<file path="src/rtl/eth_stream_pkg.sv">
// eth_stream_pkg: shared types for the stream packet buffer.
//   in_state_t    : input-side packet state (IDLE waits for metadata, PKT inside a packet)
//   entry_flags_t : per-beat sideband stored next to tdata in each FIFO entry
//   max_pkt()     : largest packet in beats (metadata + data beats + strobe beat)
package eth_stream_pkg;

  typedef enum logic {
    IDLE = 1'b0,
    PKT  = 1'b1
  } in_state_t;

  typedef struct packed {
    logic tuser;
    logic tlast;
  } entry_flags_t;

  function automatic int max_pkt(input int burst_size);
    return burst_size + 2;
  endfunction

endpackage

</file>
<file path="src/rtl/stream_pkt_fifo.sv">
// stream_pkt_fifo: synchronous FIFO with packet-start mark/rollback and a count of
// committed (tlast-written) packets.
//   clk, reset : clock, asynchronous active-high reset
//   wr_en      : write wr_data (ignored when full)
//   mark       : remember the current write pointer as the start of a packet
//   rollback   : restore the write pointer to the marked packet start
//   rd_en      : pop the head entry presented on rd_data
//   rd_avail   : head entry may be read (store-forward: only once a whole packet is in)
//   free       : number of unused entries
module stream_pkt_fifo #(
  parameter int WIDTH     = 130,
  parameter int DEPTH     = 16,
  parameter int LAST_BIT  = 128,
  parameter bit STORE_FWD = 1'b0,
  localparam int AW       = $clog2(DEPTH)
) (
  input  logic             clk,
  input  logic             reset,
  input  logic             wr_en,
  input  logic [WIDTH-1:0] wr_data,
  input  logic             mark,
  input  logic             rollback,
  input  logic             rd_en,
  output logic [WIDTH-1:0] rd_data,
  output logic             rd_avail,
  output logic [AW:0]      free
);

  logic [WIDTH-1:0] mem [DEPTH];
  logic [AW:0]      wr_ptr, rd_ptr, mark_ptr, pkt_cnt;
  logic             empty, full, wr_ok, rd_ok;

  // Pointers carry one extra wrap bit so full and empty are distinguishable.
  assign empty    = (wr_ptr == rd_ptr);
  assign full     = (wr_ptr[AW] != rd_ptr[AW]) && (wr_ptr[AW-1:0] == rd_ptr[AW-1:0]);
  assign free     = (AW+1)'(DEPTH) - (wr_ptr - rd_ptr);
  assign wr_ok    = wr_en & ~full;
  assign rd_ok    = rd_en & ~empty;
  assign rd_data  = mem[rd_ptr[AW-1:0]];
  // The head packet is always the oldest, so any committed packet means the head is whole.
  assign rd_avail = ~empty & (~STORE_FWD | (pkt_cnt != '0));

  always_ff @(posedge clk or posedge reset) begin
    if (reset) begin
      wr_ptr   <= '0;
      rd_ptr   <= '0;
      mark_ptr <= '0;
      pkt_cnt  <= '0;
    end else begin
      if (rollback)   wr_ptr <= mark_ptr;
      else if (wr_ok) wr_ptr <= wr_ptr + (AW+1)'(1);
      if (mark)       mark_ptr <= wr_ptr;
      if (rd_ok)      rd_ptr <= rd_ptr + (AW+1)'(1);
      case ({wr_ok & wr_data[LAST_BIT], rd_ok & rd_data[LAST_BIT]})
        2'b10:   pkt_cnt <= pkt_cnt + (AW+1)'(1);
        2'b01:   pkt_cnt <= pkt_cnt - (AW+1)'(1);
        default: ;
      endcase
    end
  end

  always_ff @(posedge clk) begin
    if (wr_ok) mem[wr_ptr[AW-1:0]] <= wr_data;
  end

endmodule

</file>
<file path="src/rtl/stream_packet_buffer.sv">
// stream_packet_buffer: buffers the upstream beat stream (metadata, data beats, strobe
// beat) in a FIFO and drives an AXI4-Stream master with a registered output stage.
// Packets aborted mid-burst are terminated (cut-through) or discarded (store-forward).
// Build option: define STORE_AND_FORWARD_EN for store-and-forward; default is cut-through.
//   clk, reset                      : clock, asynchronous active-high reset
//   s_valid/s_ready/s_data          : upstream beat handshake and payload
//   s_in_progress                   : upstream is past its metadata beat
//   s_last                          : current beat is the strobe (final) beat
//   m_axis_tdata/tvalid/tready      : downstream stream
//   m_axis_tlast, m_axis_tuser      : end of packet, aborted-packet flag on the tlast beat
//   pkt_count, drop_count           : saturating completed / aborted packet counters
module stream_packet_buffer
  import eth_stream_pkg::*;
#(
  parameter int DATA_WIDTH = 128,
  parameter int BURST_SIZE = 4,
  parameter int FIFO_DEPTH = 16,
  parameter int CNT_WIDTH  = 16
) (
  input  logic                  clk,
  input  logic                  reset,
  input  logic                  s_valid,
  output logic                  s_ready,
  input  logic                  s_in_progress,
  input  logic                  s_last,
  input  logic [DATA_WIDTH-1:0] s_data,
  output logic [DATA_WIDTH-1:0] m_axis_tdata,
  output logic                  m_axis_tvalid,
  input  logic                  m_axis_tready,
  output logic                  m_axis_tlast,
  output logic                  m_axis_tuser,
  output logic [CNT_WIDTH-1:0]  pkt_count,
  output logic [CNT_WIDTH-1:0]  drop_count
);

  localparam int MAX_PKT = max_pkt(BURST_SIZE);
  localparam int AW      = $clog2(FIFO_DEPTH);
  localparam int BW      = $clog2(MAX_PKT + 1);
  localparam int EW      = DATA_WIDTH + 2;
`ifdef STORE_AND_FORWARD_EN
  localparam bit STORE_FWD = 1'b1;
`else
  localparam bit STORE_FWD = 1'b0;
`endif

  typedef struct packed {
    entry_flags_t            flags;
    logic [DATA_WIDTH-1:0]   tdata;
  } fifo_entry_t;

  function automatic logic [CNT_WIDTH-1:0] sat_inc(input logic [CNT_WIDTH-1:0] v);
    return (&v) ? v : v + CNT_WIDTH'(1);
  endfunction

  in_state_t             state, state_nxt;
  logic [BW-1:0]         beat_cnt;
  logic                  run, term_pending, hs, overflow, abort, rollback;
  logic                  wr_en, mark, rd_avail, load;
  logic [AW:0]           free;
  fifo_entry_t           wr_entry, rd_entry;
  logic                  vld_p1;
  entry_flags_t          flags_p1;
  logic [DATA_WIDTH-1:0] tdata_p1;

  // ---- input stage: admission, packet state, abort detection ----
  // A packet is admitted only with room for MAX_PKT beats plus one terminator, so once
  // inside a packet ready stays high until the packet ends or overruns MAX_PKT.
  assign overflow = (state == PKT) && (beat_cnt == BW'(MAX_PKT));
  assign s_ready  = run & ~term_pending &
                    ((state == PKT) ? ~overflow : (free >= (AW+1)'(MAX_PKT + 1)));
  assign hs       = s_valid & s_ready;
  assign abort    = (state == PKT) & ((~s_in_progress & ~hs) | overflow);
  assign mark     = hs & (state == IDLE);
  assign wr_en    = hs | term_pending;

  always_comb begin
    state_nxt = state;
    case (state)
      IDLE:    if (hs) state_nxt = PKT;
      PKT:     if (abort || (hs && s_last)) state_nxt = IDLE;
      default: state_nxt = IDLE;
    endcase
  end

  always_comb begin
    wr_entry.flags.tuser = 1'b0;
    wr_entry.flags.tlast = (state == PKT) & s_last;
    wr_entry.tdata       = s_data;
    if (term_pending) begin
      wr_entry.flags.tuser = 1'b1;
      wr_entry.flags.tlast = 1'b1;
      wr_entry.tdata       = '0;
    end
  end

  always_ff @(posedge clk or posedge reset) begin
    if (reset) begin
      state      <= IDLE;
      beat_cnt   <= '0;
      run        <= 1'b0;
      pkt_count  <= '0;
      drop_count <= '0;
    end else begin
      state <= state_nxt;
      run   <= 1'b1;
      if (state_nxt == IDLE) beat_cnt <= '0;
      else if (hs)           beat_cnt <= beat_cnt + BW'(1);
      if (hs && (state == PKT) && s_last) pkt_count <= sat_inc(pkt_count);
      if (abort)                          drop_count <= sat_inc(drop_count);
    end
  end

`ifdef STORE_AND_FORWARD_EN
  // The partial packet is erased by restoring the write pointer; nothing reaches the output.
  assign rollback     = abort;
  assign term_pending = 1'b0;
`else
  // The terminator is written one cycle after the abort, into the reserved slot.
  assign rollback = 1'b0;
  always_ff @(posedge clk or posedge reset) begin
    if (reset) term_pending <= 1'b0;
    else       term_pending <= abort;
  end
`endif

  // ---- buffer stage ----
  stream_pkt_fifo #(
    .WIDTH     (EW),
    .DEPTH     (FIFO_DEPTH),
    .LAST_BIT  (DATA_WIDTH),
    .STORE_FWD (STORE_FWD)
  ) u_fifo (
    .clk      (clk),
    .reset    (reset),
    .wr_en    (wr_en),
    .wr_data  (wr_entry),
    .mark     (mark),
    .rollback (rollback),
    .rd_en    (load),
    .rd_data  (rd_entry),
    .rd_avail (rd_avail),
    .free     (free)
  );

  // ---- output stage p1: registered AXI4-Stream master ----
  assign load = rd_avail & (~vld_p1 | m_axis_tready);

  always_ff @(posedge clk or posedge reset) begin
    if (reset) begin
      vld_p1   <= 1'b0;
      flags_p1 <= '0;
    end else if (load) begin
      vld_p1   <= 1'b1;
      flags_p1 <= rd_entry.flags;
    end else if (m_axis_tready) begin
      vld_p1   <= 1'b0;
    end
  end

  always_ff @(posedge clk) begin
    if (load) tdata_p1 <= rd_entry.tdata;
  end

  assign m_axis_tvalid = vld_p1;
  assign m_axis_tdata  = tdata_p1;
  assign m_axis_tlast  = flags_p1.tlast;
  assign m_axis_tuser  = flags_p1.tuser;

endmodule

</file>
<file path="config.mk">
export PLATFORM = sky130hd
export DESIGN_NAME = stream_packet_buffer
export DESIGN_NICKNAME = d
export VERILOG_FILES = /design/src/rtl/eth_stream_pkg.sv /design/src/rtl/stream_pkt_fifo.sv /design/src/rtl/stream_packet_buffer.sv
export SDC_FILE = /design/constraint.sdc
export NUM_CORES = 2
export LEC_CHECK = 0
export CAP_MARGIN = 20
export CORE_MARGIN = 2
export CORE_UTILIZATION = 51
export CTS_CLUSTER_SIZE = 25
export DETAILED_ROUTE_END_ITERATION = 10
export GPL_TIMING_DRIVEN = 1
export PLACE_DENSITY_LB_ADDON = 0.15
export SLEW_MARGIN = 20
export SYNTH_ARGS = -nofsm -noshare
export SYNTH_HDL_FRONTEND = slang
export SYNTH_SLANG_ARGS = --single-unit
</file>
<file path="constraint.sdc">
create_clock -name clk -period 21.6 [get_ports clk]
set_input_delay 4.32 -clock clk [delete_from_list [all_inputs] [get_ports clk]]
set_output_delay 4.32 -clock clk [all_outputs]
set_load 0.005 [all_outputs]
</file>
Word level (Yosys, flattened, before mapping)
Memories as Yosys holds them, arrays and structs flattened.
Index checks and enable logic that the tools add are counted.
{"block": "classes", "reduce_logical": 11, "muxes": 11, "magnitude_cmp": 1, "add_sub_neg": 7, "n_eq_ne": 5, "bitwise_logic": 22}
{"op": "two-way mux 130 bit", "count": 1}
{"op": "adder 16 x 1 -> 16 bit (second input constant)", "count": 2}
{"op": "AND reduction 16 bit", "count": 2}
{"op": "adder 5 x 1 -> 5 bit (second input constant)", "count": 2}
{"op": "NOT 1 bit", "count": 10}
{"op": "bitwise AND 1 bit", "count": 9}
{"op": "two-way mux 1 bit", "count": 7}
{"op": "two-way mux 3 bit", "count": 2}
{"op": "== test 5 bit", "count": 1}
{"op": "greater-or-equal comparator 5 x 3 -> 1 bit (second input constant)", "count": 1}
{"op": "logical AND 1 bit", "count": 5}
{"op": "subtractor 5 bit", "count": 1}
{"op": "subtractor 5 bit (first input constant)", "count": 1}
{"op": "== test 4 bit", "count": 1}
{"op": "AND reduction 2 bit", "count": 2}
{"op": "adder 3 x 1 -> 3 bit (second input constant)", "count": 1}
{"op": "== test 3 bit (second input constant)", "count": 1}
{"op": "OR 1 bit", "count": 3}
{"op": "inequality test 2 x 1 -> 1 bit (second input constant)", "count": 1}
{"op": "case mux 1 bit (2 select lines)", "count": 1}
{"op": "nonzero test 2 bit", "count": 1}
{"op": "logical OR 1 bit", "count": 1}
{"op": "inequality test 1 bit", "count": 1}
{"block": "word_totals", "output_inout_bits": 164, "ff_bits": 179, "memories": 1, "word_cells": 70, "in_bits": 134, "ram_bits": 2080}
{"name": "u_fifo.mem", "depth": 16, "width": 130, "read_ports": 1, "rd_ports_with_merged_regs": 0, "write_ports": 1, "line_no": "stream_pkt_fifo.sv:29", "rtl": "logic [WIDTH-1:0] mem [DEPTH];"}

Longest topological paths before layout
{"block": "logic_depth", "ltp_word": 14, "depth_mapped": 16}

Hierarchy
A second synthesis with hierarchy kept.
{"block": "unflattened", "hier_cells": 4030, "hier_area_um2": 86825.8}
{"mod": "stream_pkt_fifo", "cells_per_inst": 3566, "area_per_inst_um2": 80075.5, "instances": 1}
{"mod": "stream_packet_buffer", "cells_per_inst": 464, "area_per_inst_um2": 6750.2, "instances": 1}

Least setup slack after synthesis
No wires, ideal clock.
{"block": "synth_path", "path_kind": "input to register", "from": "input s_valid", "to": "memory u_fifo.mem[11][0] (enable)", "arrival_time_ns": 14.002, "path_buffers": 0, "setup_slack_ns": 6.819, "stages": 6, "cell_sequence": "and3b_1 nand2_1 nor3_1 o31a_1 nand2_1 nor3_1"}
{"block": "synth_between", "elab_chain_cells": 5}
{"element": "from (decl)", "line_no": "stream_packet_buffer.sv:22", "rtl": "input logic s_valid,"}
{"element": "bitwise AND 1 bit", "line_no": "stream_packet_buffer.sv:71", "rtl": "assign hs = s_valid & s_ready;"}
{"element": "OR 1 bit", "line_no": "stream_packet_buffer.sv:74", "rtl": "assign wr_en = hs | term_pending;"}
{"element": "bitwise AND 1 bit", "line_no": "stream_pkt_fifo.sv:37", "rtl": "assign wr_ok = wr_en & ~full;"}
{"element": "two-way mux 1 bit", "line_no": "stream_pkt_fifo.sv:63", "rtl": "if (wr_ok) mem[wr_ptr[AW-1:0]] <= wr_data;"}
{"element": "two-way mux 1 bit (implied by the code)", "line_no": "stream_pkt_fifo.sv:63"}
{"element": "to (decl)", "line_no": "stream_pkt_fifo.sv:29"}
Every way passes these cells.

Worst setup path after layout
{"block": "layout_path", "from": "register u_fifo.rd_ptr[0]", "to": "output s_ready"}
{"block": "layout_between", "elab_chain_cells": 5}
{"element": "from (decl)", "line_no": "stream_pkt_fifo.sv:30", "rtl": "logic [AW:0] wr_ptr, rd_ptr, mark_ptr, pkt_cnt;"}
{"element": "from (signal assigned)", "line_no": "stream_pkt_fifo.sv:53", "rtl": "if (rd_ok) rd_ptr <= rd_ptr + (AW+1)'(1);"}
{"element": "subtractor 5 bit (2 in series)", "line_no": "stream_pkt_fifo.sv:36", "rtl": "assign free = (AW+1)'(DEPTH) - (wr_ptr - rd_ptr);"}
{"element": "greater-or-equal comparator 5 x 3 -> 1 bit", "line_no": "stream_packet_buffer.sv:70", "rtl": "((state == PKT) ? ~overflow : (free >= (AW+1)'(MAX_PKT + 1)));"}
{"element": "two-way mux 1 bit", "line_no": "stream_packet_buffer.sv:70"}
{"element": "bitwise AND 1 bit", "line_no": "stream_packet_buffer.sv:69", "rtl": "assign s_ready = run & ~term_pending &"}
{"element": "to (decl)", "line_no": "stream_packet_buffer.sv:23", "rtl": "output logic s_ready,"}
Every way passes these cells.

==> results.sh <==
export IMPL_report_final_hold_viol_count=0
export IMPL_placement_io_buffers=297
export IMPL_initialDrtViolationCount=4067
export IMPL_cts_reportedPaths_clkPinSlew_ps=60
export IMPL_clkLatencyLatePin_ps=850
export IMPL_fp_coreArea_um2=165000
export IMPL_setup_tns_ps=0
export IMPL_synthesis_yosys_warnings=0
export IMPL_finalClockSkew_ps=44.5
export IMPL_cpMostUsedCell="sky130_fd_sc_hd__inv_1"
export IMPL_finalWeightedCongestion=0.753
export IMPL_num_nets_final=3988
export IMPL_postCtsResizedCells=0
export IMPL_synthesis_area_per_instance_um2=25.0
export IMPL_top_ports=298
export IMPL_clock_path_buffers=3
export IMPL_synth_top_cell_by_area="sky130_fd_sc_hd__edfxtp_1"
export IMPL_via_per_inst=6.03
export IMPL_p_per_area_nw_per_um2=135
export IMPL_postRouteAntennaNets=0
export IMPL_met3_wirelength_um=13600
export IMPL_seq_power_share_pct=44.2
export IMPL_maximum_number_of_pins_on_one_net_before_global_route_repair=129
export IMPL_met1_length_um=82000
export IMPL_status="finished clean"
export IMPL_cts_tree="built"
export IMPL_grt_pass1_vias=38600
export IMPL_synth_area_leaders="sky130_fd_sc_hd__edfxtp_1, sky130_fd_sc_hd__mux4_2, sky130_fd_sc_hd__dfrtp_1, sky130_fd_sc_hd__nor2b_1, sky130_fd_sc_hd__buf_2"
export IMPL_grt_use_total_pct=22.4
export IMPL_min_period_over_period_pct=39.2
export IMPL_grt_first_pass_wirelength_um=273000
export IMPL_totalPowerFinal_mw=13.2
export IMPL_final_critical_path_setup_slack_ps=13140
export IMPL_die_height_um=413
export IMPL_antenna_found_initial=11
export IMPL_placement_rows=149
export IMPL_synth_sequential_area_ratio_pct=79.4
export IMPL_final_setup_viol_count=0
export IMPL_rrSetupSlack_ps=15510
export IMPL_worstHoldPathType="reg2reg"
export IMPL_htree_num_levels=4
export IMPL_syn_to_final_growth_pct=15.3
export IMPL_slew_worst_pin_ps=1120
export IMPL_cp_max_fo=34
export IMPL_relative_slew_slack_pct=25.4
export IMPL_total_leakage_power_nw=30.9
export IMPL_post_synth_num_cell_types=43
export IMPL_cp_data_arrival_time_ps=4140
export IMPL_die_w_um=413
export IMPL_unrepaired_setup_endpoints_after_global_routing="no"
export IMPL_cts_inserted_buffers=221
export IMPL_synthFlopType="sky130_fd_sc_hd__edfxtp_1"
export IMPL_netSwitchingPower_mw=3.75
export IMPL_most_frequent_cells_after_synthesis="sky130_fd_sc_hd__edfxtp_1, sky130_fd_sc_hd__mux4_2, sky130_fd_sc_hd__nor2b_1"
export IMPL_ys_async_sr_fraction_pct=2.26
export IMPL_ctsRootBufferMaster="sky130_fd_sc_hd__clkbuf_16"
export IMPL_min_period_ps=8460
export IMPL_drv_cap=0
export IMPL_slew_viol_final=0
export IMPL_topRoutingLayerUsed="met5"
export IMPL_synth_edf_count=2208
export IMPL_internal_power_mw=9.48
export IMPL_multi_input_gate_area_in_the_final_layout_um2=17000
export IMPL_critical_path_data_required_time_ps=17280
export IMPL_ys_seq_elements=2259
export IMPL_power_ir_vdd_worst_mv=0.120
export IMPL_starting_utilization_of_the_core_area_pct=51.5
export IMPL_place_detailed_instances=5800
export IMPL_post_synth_top_count_cell="sky130_fd_sc_hd__edfxtp_1"
export IMPL_overflow_left_after_global_routing=0
export IMPL_crit_path_top_delay_cell="sky130_fd_sc_hd__dfrtp_4"
export IMPL_maxClockFrequency_mhz=118
export IMPL_dp_hpwl_um=102000
export IMPL_wl_um=188000
export IMPL_critPathCaptureType="primary output"
export IMPL_post_synth_instance_area_um2=85200
export IMPL_post_cts_repair_setup_buffers=0
export IMPL_drc_errors=0
export IMPL_critPathLaunchType="flop"
export IMPL_vias=37500
export IMPL_share_comb_of_total_power_pct=27.4
export IMPL_route_detailed_wl_per_inst_um=30.2
export IMPL_instances_no_fill=6222
export IMPL_power_frac_clock_pct=28.4
export IMPL_filler_cell_count=11500
export IMPL_cpPeakStageDelay_ps=890
export IMPL_first_pass_iters=6
export IMPL_syn_instance_count=3404
export IMPL_worstSetupPathType="reg2out"
export IMPL_synth_top_area_share_pct=77.9
export IMPL_pre_cts_slack_ps=12520
export IMPL_cts_sinks=2259
export IMPL_final_seq_area_um2=67600
export IMPL_route_met2_wl_um=88600
export IMPL_post_syn_nets=3555
export IMPL_drive_above_1_share_pct=27.9
export IMPL_sw_frac_of_total_pct=28.3
export IMPL_die_area_um2=170000
export IMPL_cts_hold_buf=0
export IMPL_critical_path_cell_chain="inv_1 > ha_1 > inv_1 > ha_1 > inv_1 > fa_1 > nor2_1 > a211oi_2 > a21oi_1 > clkdlybuf4s50_1"
==> layout by cell type (no fill, tap or decap), drive strengths merged, types with 6 or more instances in the layout <==
master	synthesis	final
dfrtp	51	51
bufinv	0	19
edfxtp	2208	2208
clkinvlp	0	6
ha	16	16
nor2b	128	128
mux4	650	650
inv	17	23
xor2	10	10
buf	84	78
nand4	14	14
clkdlybuf4s50	0	297
nand3	19	19
nor2	16	16
clkinv	0	107
xnor2	32	32
nand2	11	11
nor3	6	6
and3	21	21
clkbuf	81	279
==> metal layers <==
metal  vias up  GRT usage [%]
met1     20300           34.6
met5         -              0
li1      15500              -
met2      1418           33.8
met3       246           3.76
met4         4           5.48
==> through the flow <==
stage	utilization [%]	cell area (um2)	hold slack, ps
after floorplan	-	85200	465
after global placement	54.9	90900	479
after detailed placement	55.0	90900	484
after CTS	59.3	98000	492
after global routing	59.4	98200	519
final	59.4	98200	493
==> final cells by class <==
| type | count | share of cell area [%] |
|---|---|---|
| antenna | 2 | 0.00510 |
| sequential | 2259 | 68.8 |
| timing repair buffer | 375 | 3.71 |
| clock buffer | 279 | 5.99 |
| inverter | 17 | 0.0726 |
| clock inverter | 138 | 1.25 |
| multi-input combinational | 963 | 17.3 |
| tap | 2189 | 2.79 |
==> worst paths after layout <==
check                                  from                  to  depth (start not counted)
setup / recovery           u_fifo.rd_ptr[0]             s_ready                         10
hold / removal               drop_count[11]      drop_count[11]                          1
setup reg to reg           u_fifo.rd_ptr[0]  u_fifo.mem[14][22]                         13
hold reg to reg              drop_count[11]      drop_count[11]                          1
max in group asynchronous             reset    u_fifo.rd_ptr[2]                          3
min in group asynchronous             reset       m_axis_tvalid                          3
==> flip-flops by register name (all words and copies together) (netlist names) <==
| signal | count |
|---|---|
| state | 1 |
| u_fifo.wr_ptr | 5 |
| run | 1 |
| u_fifo.rd_ptr | 5 |
| drop_count | 16 |
| m_axis_tdata | 128 |
| m_axis_tlast | 1 |
| u_fifo.mem | 2080 |
| m_axis_tvalid | 1 |
| m_axis_tuser | 1 |
| term_pending | 1 |
| beat_cnt | 3 |
| pkt_count | 16 |
==> power by group through the flow <==
stage	clock network (mW)	registers (mW)	logic (mW)
after floorplan	0	5.89	2.35
after global placement	0	5.93	3.67
after detailed placement	0	5.95	3.68
after CTS	3.82	5.87	3.70
after global routing	3.99	5.90	3.86
final	3.76	5.85	3.62
==> cell families after synthesis <==
| family | count (synthesis) | share of synthesized area [%] |
|---|---|---|
| AOI/OAI and AO/OA | 17 | 0.162 |
| xor gates and xnor gates | 42 | 0.432 |
| adders and majority gates | 17 | 0.259 |
| buffers and inverters | 182 | 0.923 |
| DFF | 2259 | 79.4 |
| muxes | 656 | 17.3 |
| other | 1 | 0.00440 |
| and+or+nand+nor | 230 | 1.60 |
==> critical path: cells and delay by family (launching register included) <==
kind | cells | cell delay (ps)
adders and majority gates | 3 | 960
DFF | 1 | 890
buffers and inverters | 4 | 790
AOI/OAI and AO/OA | 2 | 580
and+or+nand+nor | 1 | 60
(Power assumes the default switching activity.)
